## config.mk

```make
export PLATFORM = sky130hd
export DESIGN_NAME = alu_req_arbiter
export DESIGN_NICKNAME = d
export VERILOG_FILES = /design/src/rtl/alu_arb_pkg.sv /design/src/rtl/rr_arbiter.sv /design/src/rtl/alu_req_arbiter.sv
export SDC_FILE = /design/constraint.sdc
export NUM_CORES = 1
export LEC_CHECK = 0
export CAP_MARGIN = 40
export CORE_MARGIN = 2
export CORE_UTILIZATION = 35
export CTS_CLUSTER_DIAMETER = 50
export DETAILED_ROUTE_END_ITERATION = 6
export GPL_ROUTABILITY_DRIVEN = 0
export HOLD_SLACK_MARGIN = 0.12
export MAX_ROUTING_LAYER = met4
export PLACE_DENSITY = 0.79
export SYNTH_ARGS = -nofsm -noshare
export SYNTH_HDL_FRONTEND = slang
export SYNTH_SLANG_ARGS = --single-unit
```

## constraint.sdc

```tcl
create_clock -name clk -period 8.7 [get_ports clk]
set_clock_uncertainty 0.05 [all_clocks]
set_input_delay 1.74 -clock clk [delete_from_list [all_inputs] [get_ports clk]]
set_output_delay 1.74 -clock clk [all_outputs]
set_load 0.01 [all_outputs]
```

## src/rtl/alu_arb_pkg.sv

```systemverilog
// Shared types for the ALU request arbiter: ALU opcodes, FSM states and opcode legality.
package alu_arb_pkg;

   typedef enum logic [2:0] {
      no_op  = 3'b000,
      add_op = 3'b001,
      and_op = 3'b010,
      xor_op = 3'b011,
      mul_op = 3'b100,
      rst_op = 3'b101
   } alu_op_e;

   typedef enum logic [1:0] {
      IDLE      = 2'd0,
      ISSUE     = 2'd1,
      WAIT_DONE = 2'd2,
      RESPOND   = 2'd3
   } state_e;

   // no_op, rst_op and the unused encodings never reach the ALU
   function automatic logic op_legal(input logic [2:0] op);
      case (op)
         add_op, and_op, xor_op, mul_op: return 1'b1;
         default:                        return 1'b0;
      endcase
   endfunction

endpackage

```

## src/rtl/rr_arbiter.sv

```systemverilog
// Combinational round-robin pick: first asserted request at or after ptr, one-hot result.
module rr_arbiter #(
   parameter int NUM_REQ = 4
) (
   input  logic [NUM_REQ-1:0]         req,
   input  logic [$clog2(NUM_REQ)-1:0] ptr,
   output logic [NUM_REQ-1:0]         grant
);

   localparam int PTR_W = $clog2(NUM_REQ);

   logic [PTR_W:0] idx;
   logic           found;

   always_comb begin
      grant = '0;
      found = 1'b0;
      idx   = '0;
      for (int k = 0; k < NUM_REQ; k++) begin
         idx = {1'b0, ptr} + (PTR_W+1)'(k);
         if (idx >= (PTR_W+1)'(NUM_REQ)) idx = idx - (PTR_W+1)'(NUM_REQ);
         if (!found && req[idx[PTR_W-1:0]]) begin
            grant[idx[PTR_W-1:0]] = 1'b1;
            found                 = 1'b1;
         end
      end
   end

endmodule

```

## src/rtl/alu_req_arbiter.sv

```systemverilog
// Shares one ALU between NUM_REQ requesters, one command in flight, with timeout and error response.
//   state     | meaning
//   IDLE      | arbitrate, grant and latch the winner's command
//   ISSUE     | drive the latched command until the ALU accepts it
//   WAIT_DONE | wait for alu_done, bounded by TIMEOUT cycles from issue
//   RESPOND   | one-cycle response pulse to the winner
module alu_req_arbiter
   import alu_arb_pkg::*;
#(
   parameter int OP_WIDTH     = 8,
   parameter int RESULT_WIDTH = OP_WIDTH + 1,
   parameter int NUM_REQ      = 4,
   parameter int TIMEOUT      = 32
) (
   input  logic                        clk,
   input  logic                        rst,
   input  logic [NUM_REQ-1:0]          req_valid,
   input  logic [NUM_REQ*3-1:0]        req_op,
   input  logic [NUM_REQ*OP_WIDTH-1:0] req_a,
   input  logic [NUM_REQ*OP_WIDTH-1:0] req_b,
   output logic [NUM_REQ-1:0]          req_grant,
   output logic                        alu_valid,
   output logic [2:0]                  alu_op,
   output logic [OP_WIDTH-1:0]         alu_a,
   output logic [OP_WIDTH-1:0]         alu_b,
   input  logic                        alu_ready,
   input  logic                        alu_done,
   input  logic [RESULT_WIDTH-1:0]     alu_result,
   output logic                        rsp_valid,
   output logic [$clog2(NUM_REQ)-1:0]  rsp_id,
   output logic [RESULT_WIDTH-1:0]     rsp_result,
   output logic                        rsp_err,
   output logic                        busy
);

   localparam int ID_W  = $clog2(NUM_REQ);
   localparam int CNT_W = $clog2(TIMEOUT + 1);

   state_e                  state, state_nxt;
   logic [ID_W-1:0]         ptr, id_q, win_id;
   logic [2:0]              op_q, win_op;
   logic [OP_WIDTH-1:0]     a_q, b_q, win_a, win_b;
   logic [RESULT_WIDTH-1:0] result_q;
   logic                    err_q;
   logic [CNT_W-1:0]        cnt;
   logic [NUM_REQ-1:0]      rr_grant;
   logic                    any_req, timed_out;

   rr_arbiter #(.NUM_REQ(NUM_REQ)) u_rr (
      .req   (req_valid),
      .ptr   (ptr),
      .grant (rr_grant)
   );

   assign any_req = |req_valid;
   // down-counter loaded at issue; terminal value 1 puts RESPOND exactly TIMEOUT cycles after issue
   assign timed_out = (cnt == CNT_W'(1));

   always_comb begin
      win_id = '0;
      win_op = '0;
      win_a  = '0;
      win_b  = '0;
      for (int i = 0; i < NUM_REQ; i++) begin
         if (rr_grant[i]) begin
            win_id = ID_W'(i);
            win_op = req_op[3*i +: 3];
            win_a  = req_a[OP_WIDTH*i +: OP_WIDTH];
            win_b  = req_b[OP_WIDTH*i +: OP_WIDTH];
         end
      end
   end

   always_ff @(posedge clk or posedge rst) begin
      if (rst) state <= IDLE;
      else     state <= state_nxt;
   end

   always_comb begin
      state_nxt = state;
      case (state)
         IDLE:      if (any_req) state_nxt = op_legal(win_op) ? ISSUE : RESPOND;
         ISSUE:     if (alu_ready) state_nxt = WAIT_DONE;
         WAIT_DONE: if (alu_done || timed_out) state_nxt = RESPOND;
         RESPOND:   state_nxt = IDLE;
         default:   state_nxt = IDLE;
      endcase
   end

   always_ff @(posedge clk or posedge rst) begin
      if (rst) begin
         ptr      <= '0;
         id_q     <= '0;
         op_q     <= '0;
         a_q      <= '0;
         b_q      <= '0;
         result_q <= '0;
         err_q    <= 1'b0;
         cnt      <= '0;
      end else begin
         case (state)
            IDLE: if (any_req) begin
               id_q     <= win_id;
               op_q     <= win_op;
               a_q      <= win_a;
               b_q      <= win_b;
               ptr      <= (win_id == ID_W'(NUM_REQ-1)) ? '0 : win_id + 1'b1;
               err_q    <= !op_legal(win_op);
               result_q <= '0;
            end
            ISSUE: if (alu_ready) cnt <= CNT_W'(TIMEOUT-1);
            // alu_done is checked first so a completion on the terminal cycle still wins
            WAIT_DONE: begin
               if (alu_done) begin
                  result_q <= alu_result;
                  err_q    <= 1'b0;
               end else if (timed_out) begin
                  result_q <= '0;
                  err_q    <= 1'b1;
               end else begin
                  cnt <= cnt - 1'b1;
               end
            end
            default: ;
         endcase
      end
   end

   assign req_grant  = (state == IDLE && !rst) ? rr_grant : '0;
   assign alu_valid  = (state == ISSUE) && alu_ready;
   assign alu_op     = alu_valid ? op_q : 3'b000;
   assign alu_a      = alu_valid ? a_q : '0;
   assign alu_b      = alu_valid ? b_q : '0;
   assign rsp_valid  = (state == RESPOND);
   assign rsp_id     = rsp_valid ? id_q : '0;
   assign rsp_result = rsp_valid ? result_q : '0;
   assign rsp_err    = rsp_valid && err_q;
   assign busy       = (state != IDLE);

endmodule

```

==> qor.txt <==
Num ports - 131
Final min period - 6.25 ns
Fmax - 160 MHz
Yosys reg bits - 41
R2r startpoint - ptr[0]$_DFFE_PP0P_
Routed len/inst - 15.0 µm
Die X - 96.6 µm
CP startpoint kind - input port
Largest net degree at the start of global routing - 46
Worst reg-to-reg setup slack - 4.36 ns
P_int - 747 µW
Worst hold path depth - 2
Diodes inserted - 0
Vias per inst - 5.25
Final Non-Filler Cells - 576
Dominant delay contributor by cell family on the critical path - buffers and inverters
Post-synth EDFFs - 0
Top FF cell, synth - dfrtp_1
Worst Max-Slew Pin Slew - 0.792 ns
Fin. Hold Viols - 0
Register-to-Register Path Depth - 9
Worst path most repeated cell - clkdlybuf4s50_1
# rows - 33
CTS clk-pin slew, worst paths - 0.07 ns
Nets - 579
Critical Path End Type - primary output
DRT antenna net count - 0
Synthesized area - 0.00300 mm²
Fillers - 762
Part of the power in registers - 23.2%
CTS root buffer - clkbuf_8
CTS tree - done
Router iterations before antenna repair - 5
Slew Viols, Final - 0
Vias - 3025
Synthesis warning total - 0
Total track usage - 19.0%
Psw - 676 µW
Slew HR - 47.0%
Clk_lat worst skew - 0.29 ns
Crit path buf inv count - 2
Number of CTS-inserted buffers - 5
Switching share of total power - 47.5%
Hold_sp - a_q[5]$_DFFE_PP0P_
H-Tree Level Count - 2
Maximum VDD drop - 0.000200 V
Max_cap viols - 0
DP Cell Count - 570
Synth unique cells - 54
Syn nets - 462
CP Class - input port to primary output
Final wirelength - 8670 µm
IO buf count - 130
Post-DP HPWL - 6800 µm
Initial core utilization - 36.3%
R2r endpoint - state[1]$_DFFE_PP0P_
Syn_area_per_cell - 8.46 µm²
Worst Hold Class - flop to flop
Status - finished clean
Register area share after synthesis - 34.2%
Worst path required time - 6.91 ns
First-pass GRT wire length - 14400 µm
Initial drt markers - 138
Max stage delay cell, worst path - mux4_2
Crit path cell chain - clkdlybuf4s50_1, mux4_2, a2111o_1, a21oi_1, nor2_1, clkdlybuf4s50_1
Area Growth Syn to Fin - 47.4%
Cells resized by post-CTS repair - 0
Fin Setup TNS - 0 ns
Logic pwr share - 68.8%
Critical Path AT - 4.46 ns
Hold buffers post-CTS - 0
Die ar. - 0.00933 mm²
Vias in the first global route - 2853
Clock Power Share - 8.0%
CP max FO - 10
RSZ-0062 raised after global routing - false
Share of layout cells above drive strength 1 - 4.25%
Max incr delay on CP - 0.60 ns
Power per Cell Area - 322 mW/mm²
# setup viols final - 0
Gate Count Post-Synth - 355
CTS Buffer Depth - 2
Tot Pwr - 1420 µW
Hold Path End - a_q[5]$_DFFE_PP0P_
FF/Latch Area - 0.00103 mm²
Remaining DRCs - 0
# Post-CTS Setup Buffers - 0
Post-synthesis async set-or-reset flop share - 100%
GR Overflow Total - 0
Final Cycle Share - 71.8%
CTS Sinks - 41
Die Y-Extent - 96.6 µm
Static leakage - 0.00183 µW
Antenna violations before repair - 0
Area taken by multi-input logic gates - 0.00181 mm²
Core area - 0.00826 mm²
## tightest hold or removal path, delay by kind of cell (launching register included)
kind / cells / cell delay [ns]
flops: 1 / 0.34
compound gates: 1 / 0.06
simple gates: 1 / 0.04
## power by group through the flow
stage	registers (µW)	clock network [µW]	logic [µW]
3_3_place_gp	328	0	938
4_1_cts	330	117	978
2_1_floorplan	308	0	741
3_5_place_dp	333	0	977
6_report	330	114	979
5_1_grt	342	128	1100
## cell usage after synthesis (all sizes together) (2+ instances only)
library cell | instances | area share (%)
nand2 | 58 | 7.3
dfrtp | 41 | 34
o21ai | 34 | 5.7
nor2 | 30 | 3.8
and3 | 22 | 4.6
and2 | 16 | 3.3
a221oi | 15 | 4.6
clkbuf | 15 | 1.9
a22oi | 14 | 3.5
ha | 14 | 5.8
inv | 12 | 1.5
buf | 10 | 2.2
a21oi | 9 | 1.5
nor2b | 6 | 1.3
a211oi | 4 | 1.6
mux2i | 4 | 1.3
mux4 | 4 | 3.3
nand2b | 4 | 0.83
nand3b | 4 | 1.0
a311oi | 3 | 0.88
nand3 | 3 | 0.50
nor3b | 3 | 0.75
xnor2 | 3 | 0.88
nand4bb | 2 | 0.75
nor4 | 2 | 0.42
o22ai | 2 | 0.42
o31ai | 2 | 0.50
xor2 | 2 | 0.58
## per-stage QoR
step	setup WS (ns)	util, %	hold slack (ns)	instance area (µm²)
floorplan	3.35	-	0.392	3000
global route	2.26	53.6	0.453	4420
detailed placement	2.50	52.7	0.418	4350
global placement	2.55	52.5	0.407	4340
finish	2.45	53.6	0.426	4420
CTS	2.47	53.6	0.433	4420
## layout make-up
class,instances,share of cell area (%)
clock buffer,5,1.56
clock inverter,1,0.113
inverter,12,1.02
multi-input combinational,277,40.9
sequential,41,23.2
tap,105,2.97
timing repair buffer,135,30.3
## logic make-up (layout without fill, tap and decap cells)
family                     after synthesis  count (layout)  synth area share, %
muxes                                    9               9                 4.96
xor gates and xnor gates                 5               5                 1.46
DFF                                     41              41                 34.2
AOI/OAI and AO/OA                       95              95                 22.2
adders and majority gates               14              14                 5.84
buffers and inverters                   37             153                 5.54
and+or+nand+nor                        154             154                 25.8
## metal layers
layer	global-route usage (%)	part of all wire (%)	vias to the layer above
met5	-	0	-
met1	26.2	45	1393
met3	3.11	5.6	8
li1	-	-	1505
met4	4.33	1.2	0
met2	29.4	48	119
## worst max path at each step
| stage | start | endpoint | slack, ns | cells after the start |
|---|---|---|---|---|
| CTS | req_valid[2] | req_grant[2] | 2.47 | 6 |
| detailed placement | req_valid[2] | req_grant[2] | 2.50 | 6 |
| global placement | req_valid[2] | req_grant[2] | 2.55 | 6 |
| floorplan | req_valid[1] | req_grant[3] | 3.35 | 7 |
| global route | req_valid[0] | req_grant[2] | 2.26 | 6 |
| finish | req_valid[2] | req_grant[2] | 2.45 | 6 |
## sequential cells by signal (all words and copies together) (netlist names)
signal    flops
op_q          3
id_q          2
state         2
b_q           8
ptr           2
a_q           8
err_q         1
result_q      9
cnt           6
## placed cells by master, fill, tap and decap left out, types with 3 or more instances in the layout
master and n:
clkbuf_8 5, nor2_1 30, ha_1 14, a22oi_1 14, clkdlybuf4s50_1 130, o21ai_1 11, a311oi_1 3, buf_4 5
dfrtp_1 41, nand2b_1 4, mux2i_1 4, nor2b_1 6, nand3b_1 4, inv_1 11, nand2_1 58, a221oi_1 14
and3_1 22, nor3b_1 3, a21oi_1 9, o21ai_0 23, nand3_1 3, xnor2_1 3, and2_1 15
Power figures use the tool's default switching activity.
